[src/rtl/rr_mux4_arbiter_pkg.sv]
`default_nettype none
// ============================================================================
// Module   : rr_mux4_arbiter_pkg
// Brief    : Shared constants, state type and round-robin pick helper.
// Revision : 1.0
// ============================================================================
package rr_mux4_arbiter_pkg;

    localparam int NUM_REQ = 4;
    localparam int REQ_W   = 2;

    typedef enum logic {
        ARB    = 1'b0,
        LOCKED = 1'b1
    } arb_state_t;

    // Returns {found, idx}. Scanning from the far end down lets the
    // nearest valid requester after ptr overwrite any farther one.
    function automatic logic [REQ_W:0] rr_pick(
        input logic [NUM_REQ-1:0] valid,
        input logic [REQ_W-1:0]   ptr
    );
        logic [REQ_W:0]   result;
        logic [REQ_W-1:0] idx;
        result = '0;
        for (int k = NUM_REQ - 1; k >= 0; k--) begin
            idx = ptr + REQ_W'(k);
            if (valid[idx]) begin
                result = {1'b1, idx};
            end
        end
        return result;
    endfunction

endpackage
`default_nettype wire

[src/rtl/rr_mux4_arbiter_mux4.sv]
`default_nettype none
// ============================================================================
// Module   : rr_mux4_arbiter_mux4
// Brief    : Plain N-bit 4:1 multiplexer driven by a 2-bit select.
// Revision : 1.0
// ============================================================================
module rr_mux4_arbiter_mux4 #(
    parameter int N = 32
) (
    input  logic [N-1:0] in0,
    input  logic [N-1:0] in1,
    input  logic [N-1:0] in2,
    input  logic [N-1:0] in3,
    input  logic [1:0]   s,
    output logic [N-1:0] y
);

    always_comb begin
        y = '0;
        case (s)
            2'd0: y = in0;
            2'd1: y = in1;
            2'd2: y = in2;
            2'd3: y = in3;
            default: y = '0;
        endcase
    end

endmodule
`default_nettype wire

[src/rtl/rr_mux4_arbiter.sv]
`default_nettype none
// ============================================================================
// Module   : rr_mux4_arbiter
// Brief    : Round-robin arbiter with burst lock sharing one 4:1 data path
//            into a single registered output stage.
// Revision : 1.0
// ============================================================================
module rr_mux4_arbiter
    import rr_mux4_arbiter_pkg::*;
#(
    parameter int N = 32
) (
    input  logic               clk,
    input  logic               rst,
    input  logic [NUM_REQ-1:0] req_valid,
    input  logic [NUM_REQ-1:0] req_lock,
    input  logic [N-1:0]       in0,
    input  logic [N-1:0]       in1,
    input  logic [N-1:0]       in2,
    input  logic [N-1:0]       in3,
    output logic [NUM_REQ-1:0] req_ready,
    output logic               out_valid,
    output logic [N-1:0]       out_data,
    input  logic               out_ready,
    output logic [REQ_W-1:0]   out_grant,
    output logic               locked
);

    arb_state_t       r_state;
    logic [REQ_W-1:0] r_ptr;
    logic [REQ_W-1:0] r_lock_owner;
    logic             r_out_valid;
    logic [N-1:0]     r_out_data;
    logic [REQ_W-1:0] r_out_grant;

    logic [REQ_W:0]   w_pick;
    logic [REQ_W-1:0] w_sel;
    logic             w_found;
    logic             w_can_accept;
    logic             w_xfer;
    logic [N-1:0]     w_mux_y;

    assign w_can_accept = !r_out_valid || out_ready;
    assign w_pick       = rr_pick(req_valid, r_ptr);

    // While locked only the owner may win, even if others are waiting.
    always_comb begin
        w_sel   = w_pick[REQ_W-1:0];
        w_found = w_pick[REQ_W];
        if (r_state == LOCKED) begin
            w_sel   = r_lock_owner;
            w_found = req_valid[r_lock_owner];
        end
    end

    assign w_xfer    = !rst && w_can_accept && w_found;
    assign req_ready = w_xfer ? (NUM_REQ'(1) << w_sel) : '0;

    rr_mux4_arbiter_mux4 #(
        .N (N)
    ) u_mux4 (
        .in0 (in0),
        .in1 (in1),
        .in2 (in2),
        .in3 (in3),
        .s   (w_sel),
        .y   (w_mux_y)
    );

    always_ff @(posedge clk) begin
        if (rst) begin
            r_state      <= ARB;
            r_ptr        <= '0;
            r_lock_owner <= '0;
            r_out_valid  <= 1'b0;
            r_out_data   <= '0;
            r_out_grant  <= '0;
        end else if (w_xfer) begin
            r_out_valid <= 1'b1;
            r_out_data  <= w_mux_y;
            r_out_grant <= w_sel;
            r_ptr       <= w_sel + REQ_W'(1);
            if (req_lock[w_sel]) begin
                r_state      <= LOCKED;
                r_lock_owner <= w_sel;
            end else begin
                r_state <= ARB;
            end
        end else if (r_out_valid && out_ready) begin
            r_out_valid <= 1'b0;
        end
    end

    assign out_valid = r_out_valid;
    assign out_data  = r_out_data;
    assign out_grant = r_out_grant;
    assign locked    = (r_state == LOCKED);

endmodule
`default_nettype wire

[config.mk]
export PLATFORM = sky130hd
export DESIGN_NAME = rr_mux4_arbiter
export DESIGN_NICKNAME = d
export VERILOG_FILES = /design/src/rtl/rr_mux4_arbiter_pkg.sv /design/src/rtl/rr_mux4_arbiter_mux4.sv /design/src/rtl/rr_mux4_arbiter.sv
export SDC_FILE = /design/constraint.sdc
export NUM_CORES = 1
export LEC_CHECK = 0
export CORE_ASPECT_RATIO = 1.2
export CORE_MARGIN = 10
export CORE_UTILIZATION = 34
export CTS_BUF_LIST = sky130_fd_sc_hd__clkbuf_16
export CTS_CLUSTER_SIZE = 8
export DETAILED_ROUTE_END_ITERATION = 10
export PLACE_DENSITY = 0.9
export SETUP_SLACK_MARGIN = 0.05
export SLEW_MARGIN = 10
export SYNTH_ARGS = -nofsm -noshare
export SYNTH_HDL_FRONTEND = slang
export SYNTH_SLANG_ARGS = --single-unit
[constraint.sdc]
create_clock -name clk -period 3.91 [get_ports clk]
set_clock_uncertainty 0.1 [all_clocks]
set_input_delay 0.9775 -clock clk [delete_from_list [all_inputs] [get_ports clk]]
set_output_delay 0.9775 -clock clk [all_outputs]
set_load 0.05 [all_outputs]
## Word-level counts from Yosys, hierarchy flattened

Index checks and enable logic that the tools add are counted.

| word-level totals | value |
|---|---|
| register bits after elaboration | 40 |
| latch bits | 0 |
| bits in writable memories | 0 |
| ROM bits | 0 |
| bits of input ports | 139 |
| word-level logic and storage cells | 52 |
| memories | 0 |

| cells by class | value |
|---|---|
| $add $sub $neg | 4 |
| $mul | 0 |
| div/mod/pow operators | 0 |
| magnitude comparators | 6 |
| equality and inequality tests | 3 |
| shifts and indexed selects | 1 |
| mux-type cells | 23 |
| bitwise operators | 0 |
| reductions and logical operators | 9 |

Operator list:

| kind | count |
|---|---|
| $pmux W32 S4 | 1 |
| $lt A2 B3 Y1 const B | 6 |
| $bmux W1 S2 | 6 |
| $mux W3 | 4 |
| $mux W1 | 10 |
| $add A2 B1 Y2 const B | 2 |
| $add A2 B2 Y2 const B | 2 |
| $eq A2 B2 Y1 const B | 2 |
| $mux W4 | 1 |
| $shl A1 B2 Y4 const A | 1 |
| $logic_and A1 B1 Y1 | 3 |
| $eq A2 B1 Y1 const B | 1 |
| $logic_not A1 Y1 | 2 |
| $logic_not A2 Y1 | 1 |
| $mux W2 | 1 |
| $reduce_and A2 Y1 | 1 |
| $reduce_bool A2 Y1 | 1 |
| $logic_or A1 B1 Y1 | 1 |

## Depth between registers and ports, before layout

| depth | value |
|---|---|
| depth in word-level cells | 11 |
| mapped depth | 14 |
| gate-level depth less buffers | 12 |

## Cells and area by module

A second synthesis with hierarchy kept.

| second synthesis, totals | value |
|---|---|
| cells, all modules | 213 |
| area, all modules | 2514.9 µm² |

By module, submodules not included:

| module | times used | cells each | area each (µm²) | sequential area each (µm²) |
|---|---|---|---|---|
| rr_mux4_arbiter | 1 | 174 | 1700.4 | 800.8 |
| rr_mux4_arbiter_mux4 | 1 | 39 | 814.5 | 0.0 |

## Least setup slack after synthesis

OpenSTA, ideal clock, no wires.

| timing path | value |
|---|---|
| path type | input -> output |
| start | input req_valid[0] |
| end | output req_ready[2] |
| data arrival time | 3.030 ns |
| slack | -0.197 ns |
| stages | 9 |
| cells stage by stage | a21oi_1 > o21a_1 > o22ai_1 > o21ai_0 > ha_1 > clkbuf_1 > clkbuf_1 > inv_1 > nor2_1 |

| on the way | value |
|---|---|
| word-level cells in the longest chain between the ends | 9 |
| elaborated cells on any way between the ends | 19 |
| those cells by class | 1 x shift; 17 x mux; 1 x reduce/logical |

RTL lines:

| item | line | source |
|---|---|---|
| start, declared | rr_mux4_arbiter.sv:15 | `input logic [NUM_REQ-1:0] req_valid,` |
| $bmux W1 S2 | rr_mux4_arbiter_pkg.sv:28 | `if (valid[idx]) begin` |
| $mux W1 (implied by the code) | rr_mux4_arbiter_pkg.sv:28 |  |
| $mux W3 (3 in series) | rr_mux4_arbiter_pkg.sv:28 |  |
| $mux W3 (*) | rr_mux4_arbiter_pkg.sv:28 |  |
| $mux W2 (*) | rr_mux4_arbiter.sv:50 | `if (r_state == LOCKED) begin` |
| via u_mux4.s[1] | rr_mux4_arbiter_mux4.sv:14 | `input logic [1:0] s,` |
| $shl A1 B2 Y4 (*) | rr_mux4_arbiter.sv:57 | `assign req_ready = w_xfer ? (NUM_REQ'(1) << w_sel) : '0;` |
| $mux W4 (*) | rr_mux4_arbiter.sv:57 |  |
| end, declared | rr_mux4_arbiter.sv:21 | `output logic [NUM_REQ-1:0] req_ready,` |

Mark *: on every way through the listed nets, which the timed path passes. The rest lies on a longest branch. The select of a mux whose other input is x is not followed.

## Worst setup path in the final report

| timing path | value |
|---|---|
| start | input req_valid[3] |
| end | output req_ready[1] |

The elaborated chain is that of the path after synthesis.

==> run summary <==
status - complete, no violations
top post-synthesis cells by area - dfxtp_1 (34%), nor2_1 (17%), a21oi_1 (15%)
Overflow after GRT - 0
die area - 10700 sq um
Final Hold Slack - 0.387 ns
CTS tree - yes
Peak VDD IR - 0.000263 V
CP Max Fanout - 6
Power Dens Cells - 455 nW/um^2
Placed Area - 4260 sq um
Worst R2R Path Depth - 13
clock root buffer - clkbuf_16
Fin. Hold Viols - 0
post-synth top area cell - dfxtp_1
crit-path leading delay family - buffers and inverters
Worst-Margin Slew - 0.548 ns
GPL Wtd Cong - 0.840
Net Switching - 0.802 mW
worst setup path class - in2out
Starting Density - 34.6%
Yosys Warn Count - 0
largest net degree at the start of global routing - 65
Chip Height - 111 microns
Post-Synthesis Cells - 325
Fillers - 568
hold path cells - 2
initial antenna violation count - 0
min Tclk post-route - 3.60 ns
DIE WIDTH - 96.0 microns
Cell Count Post-Placement - 569
r2r setup slk - 1.19 ns
required time of the critical path - 2.83 ns
DRC violations left - 0
Worst Hold Endpoint - out_data[8]$_SDFFE_PP0P_
dpl hpwl - 7990 microns
Clock Sinks - 40
Total Wirelength - 10200 microns
clock share of power - 22.2%
H-tree depth - 2
Critical Path Max Stage Delay - 0.31 ns
hold wc startpoint - out_data[8]$_SDFFE_PP0P_
most common cell after layout, fill and taps aside - clkdlybuf4s50_1
CP cell instances - dlygate4sd2_1, nor2b_1, o21ai_0, a21oi_1, o22ai_2, inv_1, ha_1, inv_1, nor2_2, buf_12
Synthesized Nets - 469
Reg2Reg Capture Point - out_data[31]$_SDFFE_PP0P_
Synth top area share - 34.0%
Area growth syn-to-layout - 88.3%
Max Freq - 277 MHz
Leak Pwr - 1.71 nW
endpoints failing setup - 0
Synth cell types - 28
Rows - 33
most frequent cells in the layout - clkdlybuf4s50_1 (170), nor2_1 (102), a21oi_1 (70)
PortBufs - 178
final instance area - 4440 sq um
Slew Limit Fails - 0
R2R Path Start - r_ptr[1]$_SDFFE_PP0P_
combinational power share - 53.0%
syn_area_per_cell - 7.26 sq um
internal power - 1.22 mW
crit path DAT - 2.53 ns
# diodes - 0
I/O Pins - 179
Mapped Area - 2360 sq um
sequential share of power - 24.8%
layout cells sized above 1 - 6.31%
Slew headroom - 63.4%
drt initial violations - 312
vias in the first global route - 3136
Layout Cells excl Fill - 578
worst setup path startpoint - req_valid[3]
RSZ-0062 raised after global routing - false
Hold Crit Class - reg2reg
register area share after synthesis - 34.0%
Max Root-Sink Buffers - 2
# Max-Cap Violations - 0
number of buffers and inverters on the critical path - 4
final period utilization - 92.2%
FF+latch count, synth - 40
Place WS - 0.0572 ns
Max stage delay cell, worst path - dlygate4sd2_1
switching share of power - 39.7%
routed via count - 3051
post-route ant nets - 0
gr usage total - 18.2%
clock-pin slew on the worst setup and hold paths - 0.06 ns
Overall Power - 2.02 mW
Final TNS setup - 0 ns
first-pass GRT wire length - 15600 microns
routed length per instance - 17.7 microns
clock buffer count from CTS - 5
later-pin clock latency in the skew report - 0.27 ns
CP Capture Type - output port
crit start category - input port
setup slack after layout - 0.306 ns
drt pass-1 iters - 8
Nets - 634
post-route core utilization - 65.2%
vias per cell - 5.28
Core Area - 6810 sq um
Critical Path Most Common Cell - inv_1
==> synth_stat cells <==
cell	count
nor3_1	1
nor2b_1	2
o22ai_2	1
nand2b_1	3
inv_1	10
o21a_1	2
nand3_1	1
o21ai_1	1
nor2_1	105
o2111ai_2	1
buf_2	1
clkbuf_1	23
mux2i_1	3
buf_4	4
a211oi_1	1
mux4_2	1
buf_6	3
o21ai_0	4
dfxtp_1	40
a222oi_1	32
a21oi_1	70
a2bb2oi_2	1
nor4_1	1
ha_1	5
mux2_2	1
o22ai_1	1
nand2_1	6
a21boi_0	1
==> worst min-delay path, delay by kind of cell (launching register included) <==
kind,cells,cell delay [ns]
flops,1,0.32
simple gates,1,0.07
compound gates,1,0.06
==> routing by layer <==
layer  share of wire [%]  wire length (microns)  GRT usage, %  up-vias
met4                 2.1                    212          6.60        0
met1                  36                   3640          17.9     1400
met3                 7.8                    796          5.83       16
met2                  55                   5590          33.6      132
met5                   0                      0             0        -
li1                    -                      -             -     1503
==> area by class of cell <==
class / instances / area (sq um) / area share [%]
inverters: 10 / 37.5 / 0.845
well taps: 87 / 109 / 2.45
clock inverters: 3 / 37.5 / 0.845
multi-input cells: 244 / 1400 / 31.4
clock buffers: 5 / 125 / 2.82
repair buffers: 189 / 1940 / 43.6
flip-flops and latches: 40 / 801 / 18.0
==> cell families after synthesis <==
kind of cell | synth area share [%]
AO/OA/AOI/OAI | 32.8
adder cells (fa/ha/maj) | 2.65
buffers and inverters | 8.17
flip-flops | 34.0
multiplexers | 2.71
AND/OR/NAND/NOR | 19.7
==> repair_timing <==
item / 4_1_cts / 5_1_grt
endpoints found under the setup margin: 2 / 4
resized for setup: 2 / 4
hold buffers: 0 / 0
pin swaps: 0 / 1
setup buffers: 0 / 1
==> registers in the layout (all words and copies together), names as in the netlist <==
| register | cells |
|---|---|
| locked | 1 |
| out_data | 32 |
| out_grant | 2 |
| out_valid | 1 |
| r_lock_owner | 2 |
| r_ptr | 2 |
==> power by group through the flow <==
stage	clock network [mW]	registers (mW)	logic, mW
6_report	0.448	0.501	1.07
2_1_floorplan	0	0.681	0.496
5_1_grt	0.475	0.507	1.16
3_3_place_gp	0	0.505	1.04
4_1_cts	0.460	0.501	1.07
3_5_place_dp	0	0.509	1.06
==> worst max path at each step <==
stage | to | slack (ns) | cells after the start
after floorplan | req_ready[2] | 0.006 | 9
after global placement | req_ready[2] | 0.11 | 10
after detailed placement | req_ready[2] | 0.06 | 10
after CTS | req_ready[0] | 0.05 | 9
after global routing | req_ready[1] | 0.20 | 10
final | req_ready[1] | 0.31 | 10
Note: power is estimated with default switching activity, not from simulation.
